File: src/rtl/result_writeback.sv
// result_writeback: routes each accepted ALU result to operand register A,
// operand register B, a memory write port (with ack/timeout), or nowhere
// (flags only). Keeps a completed-write counter and two sticky error flags.
module result_writeback #(
  parameter int WIDTH       = 8,
  parameter int MEM_TIMEOUT = 16   // legal range 2..255
) (
  input  logic             clk,
  input  logic             rst,
  input  logic [WIDTH-1:0] alu_y,
  input  logic             alu_valid,
  input  logic [1:0]       dest,
  output logic             wb_ready,
  output logic [WIDTH-1:0] Da,
  output logic [WIDTH-1:0] Db,
  output logic             zflag,
  output logic             mem_req,
  output logic [WIDTH-1:0] mem_data,
  input  logic             mem_ack,
  output logic [7:0]       wb_count,
  output logic             drop_err,
  output logic             timeout_err,
  input  logic             err_clr,
  output logic             dbg_state    // current FSM state: 0=IDLE, 1=MEMWR
);

  // Handshake: a request (alu_valid with alu_y/dest) is taken at a rising
  // edge only when wb_ready is high at that edge; a request presented while
  // wb_ready is low is not taken and raises drop_err. The memory side holds
  // mem_req and mem_data steady until an edge with mem_ack=1, or until the
  // wait budget runs out, whichever comes first (ack wins a tie).

  typedef enum logic {
    IDLE  = 1'b0,
    MEMWR = 1'b1
  } state_t;

  localparam logic [1:0] DEST_DA   = 2'd0;
  localparam logic [1:0] DEST_DB   = 2'd1;
  localparam logic [1:0] DEST_MEM  = 2'd2;
  localparam logic [7:0] TMO_LAST  = 8'(MEM_TIMEOUT - 1);

  state_t           state_q, state_d;
  logic [WIDTH-1:0] da_q, da_d;
  logic [WIDTH-1:0] db_q, db_d;
  logic             z_q, z_d;
  logic             mem_req_q, mem_req_d;
  logic [WIDTH-1:0] mem_data_q, mem_data_d;
  logic             ready_q, ready_d;
  logic [7:0]       cnt_q, cnt_d;
  logic             drop_q, drop_d;
  logic             tout_q, tout_d;
  logic [7:0]       tmr_q, tmr_d;

  logic             accept;
  logic             drop_ev;
  logic             tout_ev;

  // Next-state and datapath updates for both FSM states.
  always_comb begin
    state_d    = state_q;
    da_d       = da_q;
    db_d       = db_q;
    z_d        = z_q;
    mem_req_d  = mem_req_q;
    mem_data_d = mem_data_q;
    ready_d    = ready_q;
    cnt_d      = cnt_q;
    tmr_d      = tmr_q;
    tout_ev    = 1'b0;
    accept     = alu_valid & ready_q;
    drop_ev    = alu_valid & ~ready_q;

    case (state_q)
      IDLE: begin
        // mem_ack is meaningless here and deliberately not looked at.
        if (accept) begin
          z_d = (alu_y == '0);
          case (dest)
            DEST_DA: begin
              da_d  = alu_y;
              cnt_d = cnt_q + 8'd1;
            end
            DEST_DB: begin
              db_d  = alu_y;
              cnt_d = cnt_q + 8'd1;
            end
            DEST_MEM: begin
              mem_data_d = alu_y;
              mem_req_d  = 1'b1;
              ready_d    = 1'b0;
              tmr_d      = 8'd0;
              state_d    = MEMWR;
            end
            default: ;  // discard: flags only
          endcase
        end
      end
      MEMWR: begin
        if (mem_ack) begin
          mem_req_d = 1'b0;
          ready_d   = 1'b1;
          cnt_d     = cnt_q + 8'd1;
          state_d   = IDLE;
        end else if (tmr_q == TMO_LAST) begin
          mem_req_d = 1'b0;
          ready_d   = 1'b1;
          tout_ev   = 1'b1;
          state_d   = IDLE;
        end else begin
          tmr_d = tmr_q + 8'd1;
        end
      end
      default: state_d = IDLE;
    endcase

    // Sticky errors: a fresh event beats a simultaneous clear.
    drop_d = drop_ev | (drop_q & ~err_clr);
    tout_d = tout_ev | (tout_q & ~err_clr);
  end

  // State register; reset dominates everything, including an open memory write.
  always_ff @(posedge clk) begin
    if (rst) begin
      state_q    <= IDLE;
      da_q       <= '0;
      db_q       <= '0;
      z_q        <= 1'b0;
      mem_req_q  <= 1'b0;
      mem_data_q <= '0;
      ready_q    <= 1'b1;
      cnt_q      <= 8'd0;
      drop_q     <= 1'b0;
      tout_q     <= 1'b0;
      tmr_q      <= 8'd0;
    end else begin
      state_q    <= state_d;
      da_q       <= da_d;
      db_q       <= db_d;
      z_q        <= z_d;
      mem_req_q  <= mem_req_d;
      mem_data_q <= mem_data_d;
      ready_q    <= ready_d;
      cnt_q      <= cnt_d;
      drop_q     <= drop_d;
      tout_q     <= tout_d;
      tmr_q      <= tmr_d;
    end
  end

  assign wb_ready    = ready_q;
  assign Da          = da_q;
  assign Db          = db_q;
  assign zflag       = z_q;
  assign mem_req     = mem_req_q;
  assign mem_data    = mem_data_q;
  assign wb_count    = cnt_q;
  assign drop_err    = drop_q;
  assign timeout_err = tout_q;
  assign dbg_state   = state_q;

endmodule

File: config.mk
export PLATFORM = sky130hd
export DESIGN_NAME = result_writeback
export DESIGN_NICKNAME = d
export VERILOG_FILES = /design/src/rtl/result_writeback.sv
export SDC_FILE = /design/constraint.sdc
export NUM_CORES = 1
export LEC_CHECK = 0
export ABC_CLOCK_PERIOD_IN_PS = 2400
export CELL_PAD_IN_SITES_DETAIL_PLACEMENT = 1
export CELL_PAD_IN_SITES_GLOBAL_PLACEMENT = 2
export CORE_UTILIZATION = 30
export DETAILED_ROUTE_END_ITERATION = 16
export GPL_ROUTABILITY_DRIVEN = 1
export GPL_TIMING_DRIVEN = 1
export PLACE_DENSITY = 0.83
export SYNTH_ARGS = -nofsm -noshare
export SYNTH_HDL_FRONTEND = slang
export SYNTH_SLANG_ARGS = --single-unit
File: constraint.sdc
create_clock -name clk -period 2.4 [get_ports clk]
set_input_delay 0.36 -clock clk [delete_from_list [all_inputs] [get_ports clk]]
set_output_delay 0.36 -clock clk [all_outputs]
set_load 0.02 [all_outputs]
## Word level (Yosys, flattened, before mapping)

Index checks and enable logic that the tools add are counted.

| storage, ports and cells | value |
|---|---|
| flip-flop bits (word level) | 46 |
| bits of input ports | 15 |
| output and inout bits | 38 |
| logic and storage cells | 69 |

| operators by class | value |
|---|---|
| add/subtract/negate cells | 2 |
| equal/unequal tests | 10 |
| muxes and demuxes | 27 |
| bitwise logic cells | 9 |
| reductions and logical operators | 10 |

Operators with widths:

| cell | number |
|---|---|
| 8-bit 2-to-1 mux | 7 |
| 8-bit one-hot mux with 2 select lines | 2 |
| 8-bit by 1-bit adder with 8-bit output, second input constant | 2 |
| 1-bit 2-to-1 mux | 15 |
| 3-bit AND reduction | 5 |
| 2-bit inequality test, second input constant | 5 |
| 8-bit by 4-bit equality test with 1-bit output, second input constant | 1 |
| 8-bit zero test | 1 |
| 1-bit one-hot mux with 2 select lines | 3 |
| 1-bit AND | 4 |
| 4-bit AND reduction | 1 |
| 3-bit by 2-bit inequality test with 1-bit output, second input constant | 1 |
| 1-bit inverter | 3 |
| 2-bit by 1-bit equality test with 1-bit output, second input constant | 1 |
| 2-bit equality test, second input constant | 1 |
| 2-bit zero test | 1 |
| 2-bit by 1-bit inequality test with 1-bit output, second input constant | 1 |
| 1-bit OR | 2 |
| 2-bit AND reduction | 1 |
| 2-bit OR reduction | 1 |

## Logic depth before layout (Yosys ltp)

Gate-level depths: netlist of the first run.

| logic depth | value |
|---|---|
| depth after elaboration | 5 |
| mapped depth | 6 |
| mapped depth without buffers | 5 |

## Least setup slack after synthesis of the first run

No wires, ideal clock.

| timing | value |
|---|---|
| path type | reg-to-reg |
| from | reg tmr_q[0] |
| to | reg tmr_q[6] |
| library setup time | 0.074 ns |
| arrival time | 1.549 ns |
| required time | 2.326 ns |
| setup slack | 0.777 ns |
| cell stages (with the launch flop) | 6 |
| buffers on the path | 0 |
| clock period less this slack | 1.623 ns |
| cells stage by stage | dfxtp_1 ha_1 and3_1 a211o_1 a2111o_1 a31oi_1 |

| between the ends | value |
|---|---|
| longest elaborated chain between the ends | 4 |
| elaborated cells on any way between the ends | 7 |
| classes of those cells | add/sub (1); eq/ne (2); mux (3); reduce/logical (1) |

Ends and longest elaborated chain:

| item | line | source |
|---|---|---|
| from (decl) | 53 | `logic [7:0] tmr_q, tmr_d;` |
| from (signal assigned) | 147 | `tmr_q <= tmr_d;` |
| 8-bit by 1-bit adder with 8-bit output | 111 | `tmr_d = tmr_q + 8'd1;` |
| 8-bit 2-to-1 mux | 105 | `end else if (tmr_q == TMO_LAST) begin` |
| 8-bit 2-to-1 mux | 100 | `if (mem_ack) begin` |
| 8-bit one-hot mux with 2 select lines | 74 | `case (state_q)` |

Several ways; a longest one is shown, not always the timed one. The select of a mux whose other input is x is not followed.
A chain may end at the register's enable or synchronous reset.

## Worst setup path in the final report of the first run

| timing | value |
|---|---|
| from | reg tmr_q[0] |
| to | reg tmr_q[7] |

Same word-level chain as after synthesis.

==> qor.yml, run 1 <==
syn_to_final_growth_pct: 34.7
synthesis.nets: 243
crit_path_end_kind: "register"
place_worst_setup_slack_ps: 395
cts_hold_buf: 0
finalMaxSlewViolations: 0
avgRoutedWirePerCell_um: 15.0
syn_area_mm2: 0.00196
antenna_found_initial: 0
io_pins: 53
fin_util: 0.417
r2r_start: "tmr_q[0]$_SDFFE_PP0P_"
synth_top_area_frac: 0.469
layout.nets: 295
clock_latency_ps: 300
ir_worst_vdd_mv: 0.243
drive_gt1_frac: 0.0717
htreeDepth: 2
final_cell_mix: "clkdlybuf4s50_1, dfxtp_1, nand2_1"
row_count: 29
run_status: "finished, final reports clean"
routed_wirelength_um: 5340
hold_viol_final: 0
drt-initial-drc-count: 75
start_util: 0.309
clock-root-buffer: "clkbuf_8"
cts_setup_buffers: 0
critPathRequiredTime_ps: 2620
setup_ws_ps: 425
num_antenna_cells: 0
cts_tree: "built"
grt_max_degree: 20
grt_first_pass_wirelength_um: 9160
finalSetupViolations: 0
min_period_over_period: 0.823
synth_cell_types: 41
hold_path_class: "register to register"
die_x_um: 82.9
path_clk_slew_ps: 90
yosys.area.top_type: "dfxtp_1"
yosysWarnings: 0
dieArea_mm2: 0.00688
port_buffers: 52
grtUsageTotal: 0.165
cp-startpoint: "tmr_q[0]$_SDFFE_PP0P_"
crit_path_start_kind: "register"
drc: 0
clock-sinks: 46
leakagePower_nw: 0.898
die_y_um: 82.9
ys_seq_elements: 46
fillCellCount: 757
clock_path_buffers: 2
viasPerCell: 5.03
place_hpwl_um: 3850
worst-path-max-fanout: 14
mostFrequentLayoutCell: "clkdlybuf4s50_1"
grt_pass1_vias: 1852
cp.arrival_ps: 2200
post-route-min-period_ps: 1980
max_freq_ghz: 0.506
power_density_mw_per_mm2: 554
rsz0062_at_grt: "false"
cts_made_buffers: 5
gp_routability_congestion: 0.720
dr.pass1.iters: 4
synth_area_per_cell_um2: 8.69
maxCapViolations: 0
relSlewSlack: 0.618
synthCells: 226
worstHoldStart: "Db[6]$_SDFFE_PP0P_"
core_area_mm2: 0.00635
postCtsResizedCells: 0
setup-tns-final_ps: 0
ant_nets: 0
ys_seq_area_frac: 0.469
crit_type: "register to register"
ys_top_cells_by_area: "dfxtp_1, a21oi_1, nand2_1"
worstMarginPinSlew_ps: 571
vias: 1790
grt_overflow: 0
fin_skew_ps: 3.43
report_power, final:
part | internal, W | total [W] | switching [W]
clock | 0.000205 | 0.000484 | 0.000279
combinational | 0.0000822 | 0.000186 | 0.000104
sequential | 0.000782 | 0.000797 | 0.0000142
total | 0.00107 | 0.00147 | 0.000397
stage by stage:
step,instance area [um^2],hold WS (ps),power [W],cells
2_1_floorplan,1960,474,0.000908,226
3_3_place_gp,2560,443,0.000999,348
3_5_place_dp,2560,449,0.00100,348
4_1_cts,2650,463,0.00149,356
5_1_grt,2650,489,0.00155,356
6_report,2650,458,0.00147,356
Yosys cell counts (all sizes together):
cell type	n
nor3	1
clkbuf	9
and3b	1
nor2b	1
a211o	1
mux2i	8
buf	5
o211ai	3
o21ai	6
nand2b	2
a32oi	1
and2b	1
or3	1
ha	2
nand2	32
a22oi	1
o31ai	1
and2	3
nand3b	2
dfxtp	46
a2111o	4
a21oi	25
a21boi	1
and3	2
nor2	19
a31oi	6
xor2	6
and4bb	1
and4	2
nand3	23
nor4	3
inv	4
o2111ai	2
nand4	1
cells by family after synthesis:
group,synth area share
flops,0.469
simple gates,0.242
xor+xnor,0.0268
fa+ha+maj,0.0127
buf+inv,0.0471
compound gates,0.162
mux,0.0408
state kept, by name, summed over array words and instances, names as in the netlist:
signal       count
wb_count         8
Db               8
Da               8
zflag            1
timeout_err      1
mem_req          1
drop_err         1
wb_ready         1
tmr_q            8
dbg_state        1
mem_data         8
path summary, 6_finish.rpt:
kind | to | slack (ps) | depth (start not counted)
hold reg to reg | Db[6]$_SDFFE_PP0P_ | 460 | 2
setup / recovery | tmr_q[7]$_SDFFE_PP0P_ | 420 | 5
setup reg to reg | tmr_q[7]$_SDFFE_PP0P_ | 420 | 5
hold / removal | Db[6]$_SDFFE_PP0P_ | 460 | 2
routing by layer:
layer | vias up | wire length (um) | GRT usage
met5 | - | 0 | 0
met2 | 27 | 2580 | 0.283
li1 | 902 | - | -
met4 | 0 | 48 | 0.0564
met1 | 857 | 2530 | 0.210
met3 | 4 | 173 | 0.0288
area by class of cell:
type,instances,area (um^2),area share
tap,77,96.3,0.0364
multi-input combinational,162,951,0.359
timing repair buffer,59,573,0.217
clock buffer,5,68.8,0.0260
sequential,46,921,0.348
inverter,4,15.0,0.00567
clock inverter,3,21.3,0.00804
critical path: stages, from the launching register on:
cell,delay (ps)
dfxtp_1,360
ha_1,240
and3_1,240
a211o_1,460
a2111o_1,440
a31oi_1,160
Note: power is estimated with default switching activity, not from simulation.
==> inputs of run 2 (changes only) <==
==> config.mk (replaced) <==
export PLATFORM = sky130hd
export DESIGN_NAME = result_writeback
export DESIGN_NICKNAME = d
export VERILOG_FILES = /design/src/rtl/result_writeback.sv
export SDC_FILE = /design/constraint.sdc
export NUM_CORES = 1
export LEC_CHECK = 0
export ABC_CLOCK_PERIOD_IN_PS = 1900
export CELL_PAD_IN_SITES_DETAIL_PLACEMENT = 1
export CELL_PAD_IN_SITES_GLOBAL_PLACEMENT = 2
export CORE_UTILIZATION = 28
export DETAILED_ROUTE_END_ITERATION = 16
export GPL_ROUTABILITY_DRIVEN = 1
export GPL_TIMING_DRIVEN = 1
export PLACE_DENSITY = 0.78
export SYNTH_ARGS = -nofsm -noshare
export SYNTH_HDL_FRONTEND = slang
export SYNTH_SLANG_ARGS = --single-unit
==> constraint.sdc (replaced) <==
create_clock -name clk -period 1.9 [get_ports clk]
set_input_delay 0.285 -clock clk [delete_from_list [all_inputs] [get_ports clk]]
set_output_delay 0.285 -clock clk [all_outputs]
set_load 0.02 [all_outputs]
==> qor.yml, run 2 (same netlist as run 1, synthesis figures left out) <==
antenna_found_initial: 0  # unchanged
dpl_cell_area_mm2: 0.00266  # +4.0%
drt-initial-drc-count: 54  # -28%
critPathTopFamily: "compound AO/OA/AOI/OAI gates"
routed_wirelength_um: 5460  # +2.2%
r2r_start: "tmr_q[0]$_SDFFE_PP0P_"
setup_ws_ps: 139  # -286 ps
max_freq_ghz: 0.568  # +12%
fin_area_mm2: 0.00278  # +5.2%
dr.pass1.iters: 4  # unchanged
layout.nets: 302  # +2.4%
run_status: "finished, final reports clean"
avgRoutedWirePerCell_um: 14.3  # -4.7%
cp.arrival_ps: 2000  # -200 ps
finalMaxSlewViolations: 0  # unchanged
multi_input_area_um2: 965  # +1.4%
place_worst_setup_slack_ps: -38.6  # -434 ps
grt_pass1_vias: 1788  # -3.5%
place_hpwl_um: 3890  # +0.94%
power_density_mw_per_mm2: 701  # +27%
die_x_um: 85.8  # +3.4%
rsz0062_at_grt: "false"
viasPerCell: 4.78  # -5.0%
mostFrequentLayoutCell: "clkdlybuf4s50_1"
drc: 0  # unchanged
final_cell_mix: "clkdlybuf4s50_1, dfxtp_1, nand2_1"
hold_path_class: "register to register"
cp-startpoint: "tmr_q[0]$_SDFFE_PP0P_"
min_period_over_period: 0.927  # +0.104
crit_chain: "ha_1 > and3_4 > a211o_4 > a2111o_1 > a31oi_1"
io_pins: 53  # unchanged
path_clk_slew_ps: 90  # about the same
cts_made_buffers: 5  # unchanged
fin_skew_ps: 5.60  # +2.17 ps
post-route-min-period_ps: 1760  # -214 ps
syn_to_final_growth_pct: 41.7
leakagePower_nw: 0.956  # +6.4%
fillCellCount: 797  # +5.3%
port_buffers: 52  # unchanged
crit_type: "register to register"
maxCapViolations: 0  # unchanged
worst-path-buf-inv: 0  # unchanged
row_count: 30  # +3.4%
clock_latency_ps: 300  # about the same
start_util: 0.289  # -0.0202
vias: 1825  # +2.0%
finalSetupViolations: 0  # unchanged
cts_hold_buf: 0  # unchanged
cts_tree: "built"
gp_routability_congestion: 0.710  # -1.5%
dieArea_mm2: 0.00735  # +7.0%
whs_path_depth: 2  # unchanged
clock_path_buffers: 2  # unchanged
grtUsageTotal: 0.154  # -0.0115
setup-tns-final_ps: 0  # unchanged
htreeDepth: 2  # unchanged
ir_worst_vdd_mv: 0.259  # +6.5%
relSlewSlack: 0.745  # +0.127
clock-root-buffer: "clkbuf_8"
crit_path_start_kind: "register"
critPathRequiredTime_ps: 2130  # -490 ps
die_y_um: 85.8  # +3.4%
seqCellArea_um2: 922  # +0.14%
worstHoldStart: "mem_data[5]$_SDFFE_PP0P_"
num_antenna_cells: 0  # unchanged
ant_nets: 0  # unchanged
grt_overflow: 0  # unchanged
crit_path_top_delay_cell: "a211o_4"
worst-path-max-fanout: 8  # -6
core_area_mm2: 0.00679  # +7.0%
worstMarginPinSlew_ps: 379  # -192 ps
grt_max_degree: 47  # +140%
cp_num_cells: 5  # unchanged
cpPeakStageDelay_ps: 380  # -80 ps
grt_first_pass_wirelength_um: 8920  # -2.6%
clock-sinks: 46  # unchanged
hold_viol_final: 0  # unchanged
crit_path_end_kind: "register"
rr_worst_depth: 5  # unchanged
drive_gt1_frac: 0.105  # +0.0332
-- run 2: cell count changes in the layout (fill, tap and decap cells not counted) --
cell,before,now
dfxtp_1,46,45
and3_4,0,1
a211o_4,0,1
and3_1,2,1
clkinv_4,1,0
clkinv_2,1,0
dfxtp_2,0,1
buf_4,7,12
clkbuf_8,5,8
buf_12,0,2
clkinvlp_4,1,0
a211o_1,1,0
-- run 2: metrics by stage --
step                power [W]  hold WS, ps   util  instances
floorplan             0.00115          421      -        226
global placement      0.00128          443  0.391        374
detailed placement    0.00128          448  0.391        374
CTS                   0.00198          460  0.407        382
global route          0.00204          485  0.410        382
finish                0.00195          459  0.410        382
-- run 2: final cells by class --
| type | instances | area share |
|---|---|---|
| Clock buffer | 8 | 0.0396 |
| Inverter | 4 | 0.00540 |
| Multi-Input combinational cell | 162 | 0.347 |
| Sequential cell | 46 | 0.331 |
| Tap cell | 96 | 0.0432 |
| Timing Repair Buffer | 66 | 0.234 |
-- run 2: per-layer routing --
layer  track usage  wire length, um  vias to the layer above
met5             0                0                        -
met4        0.0409               61                        0
met3        0.0298              137                        6
met2         0.249             2630                       25
met1         0.210             2630                      880
li1              -                -                      914
-- run 2: power by group --
group          switching, W  total [W]  internal [W]
registers         0.0000195    0.00101      0.000988
logic              0.000131   0.000246      0.000115
clock network      0.000329   0.000697      0.000368
total              0.000480    0.00195       0.00147
-- run 2: what timing repair did --
item / CTS / global route
buffers inserted: 0 / 0
setup endpoints to repair: 0 / 4
gates resized for setup: 0 / 5
-- run 2: path summary, 6_finish.rpt --
| path | to | slack (ps) |
|---|---|---|
| worst min-delay path | mem_data[5]$_SDFFE_PP0P_ | 460 |
| worst min register to register | mem_data[5]$_SDFFE_PP0P_ | 460 |
| worst max-delay path | tmr_q[6]$_SDFFE_PP0P_ | 140 |
| worst max register to register | tmr_q[6]$_SDFFE_PP0P_ | 140 |
-- run 2: worst min-delay path: stages, from the launching register on --
cell and delay (ps):
dfxtp_1 310, nand2_1 50, a21oi_1 50
==> inputs of run 3 (changes only) <==
--- a/config.mk
+++ b/config.mk
@@ -11,7 +11,6 @@
 export CORE_UTILIZATION = 28
 export DETAILED_ROUTE_END_ITERATION = 16
 export GPL_ROUTABILITY_DRIVEN = 1
-export GPL_TIMING_DRIVEN = 1
 export PLACE_DENSITY = 0.78
 export SYNTH_ARGS = -nofsm -noshare
 export SYNTH_HDL_FRONTEND = slang
==> results of run 3 <==
No change in the layout: final DEF, timing and power equal those of run 2.
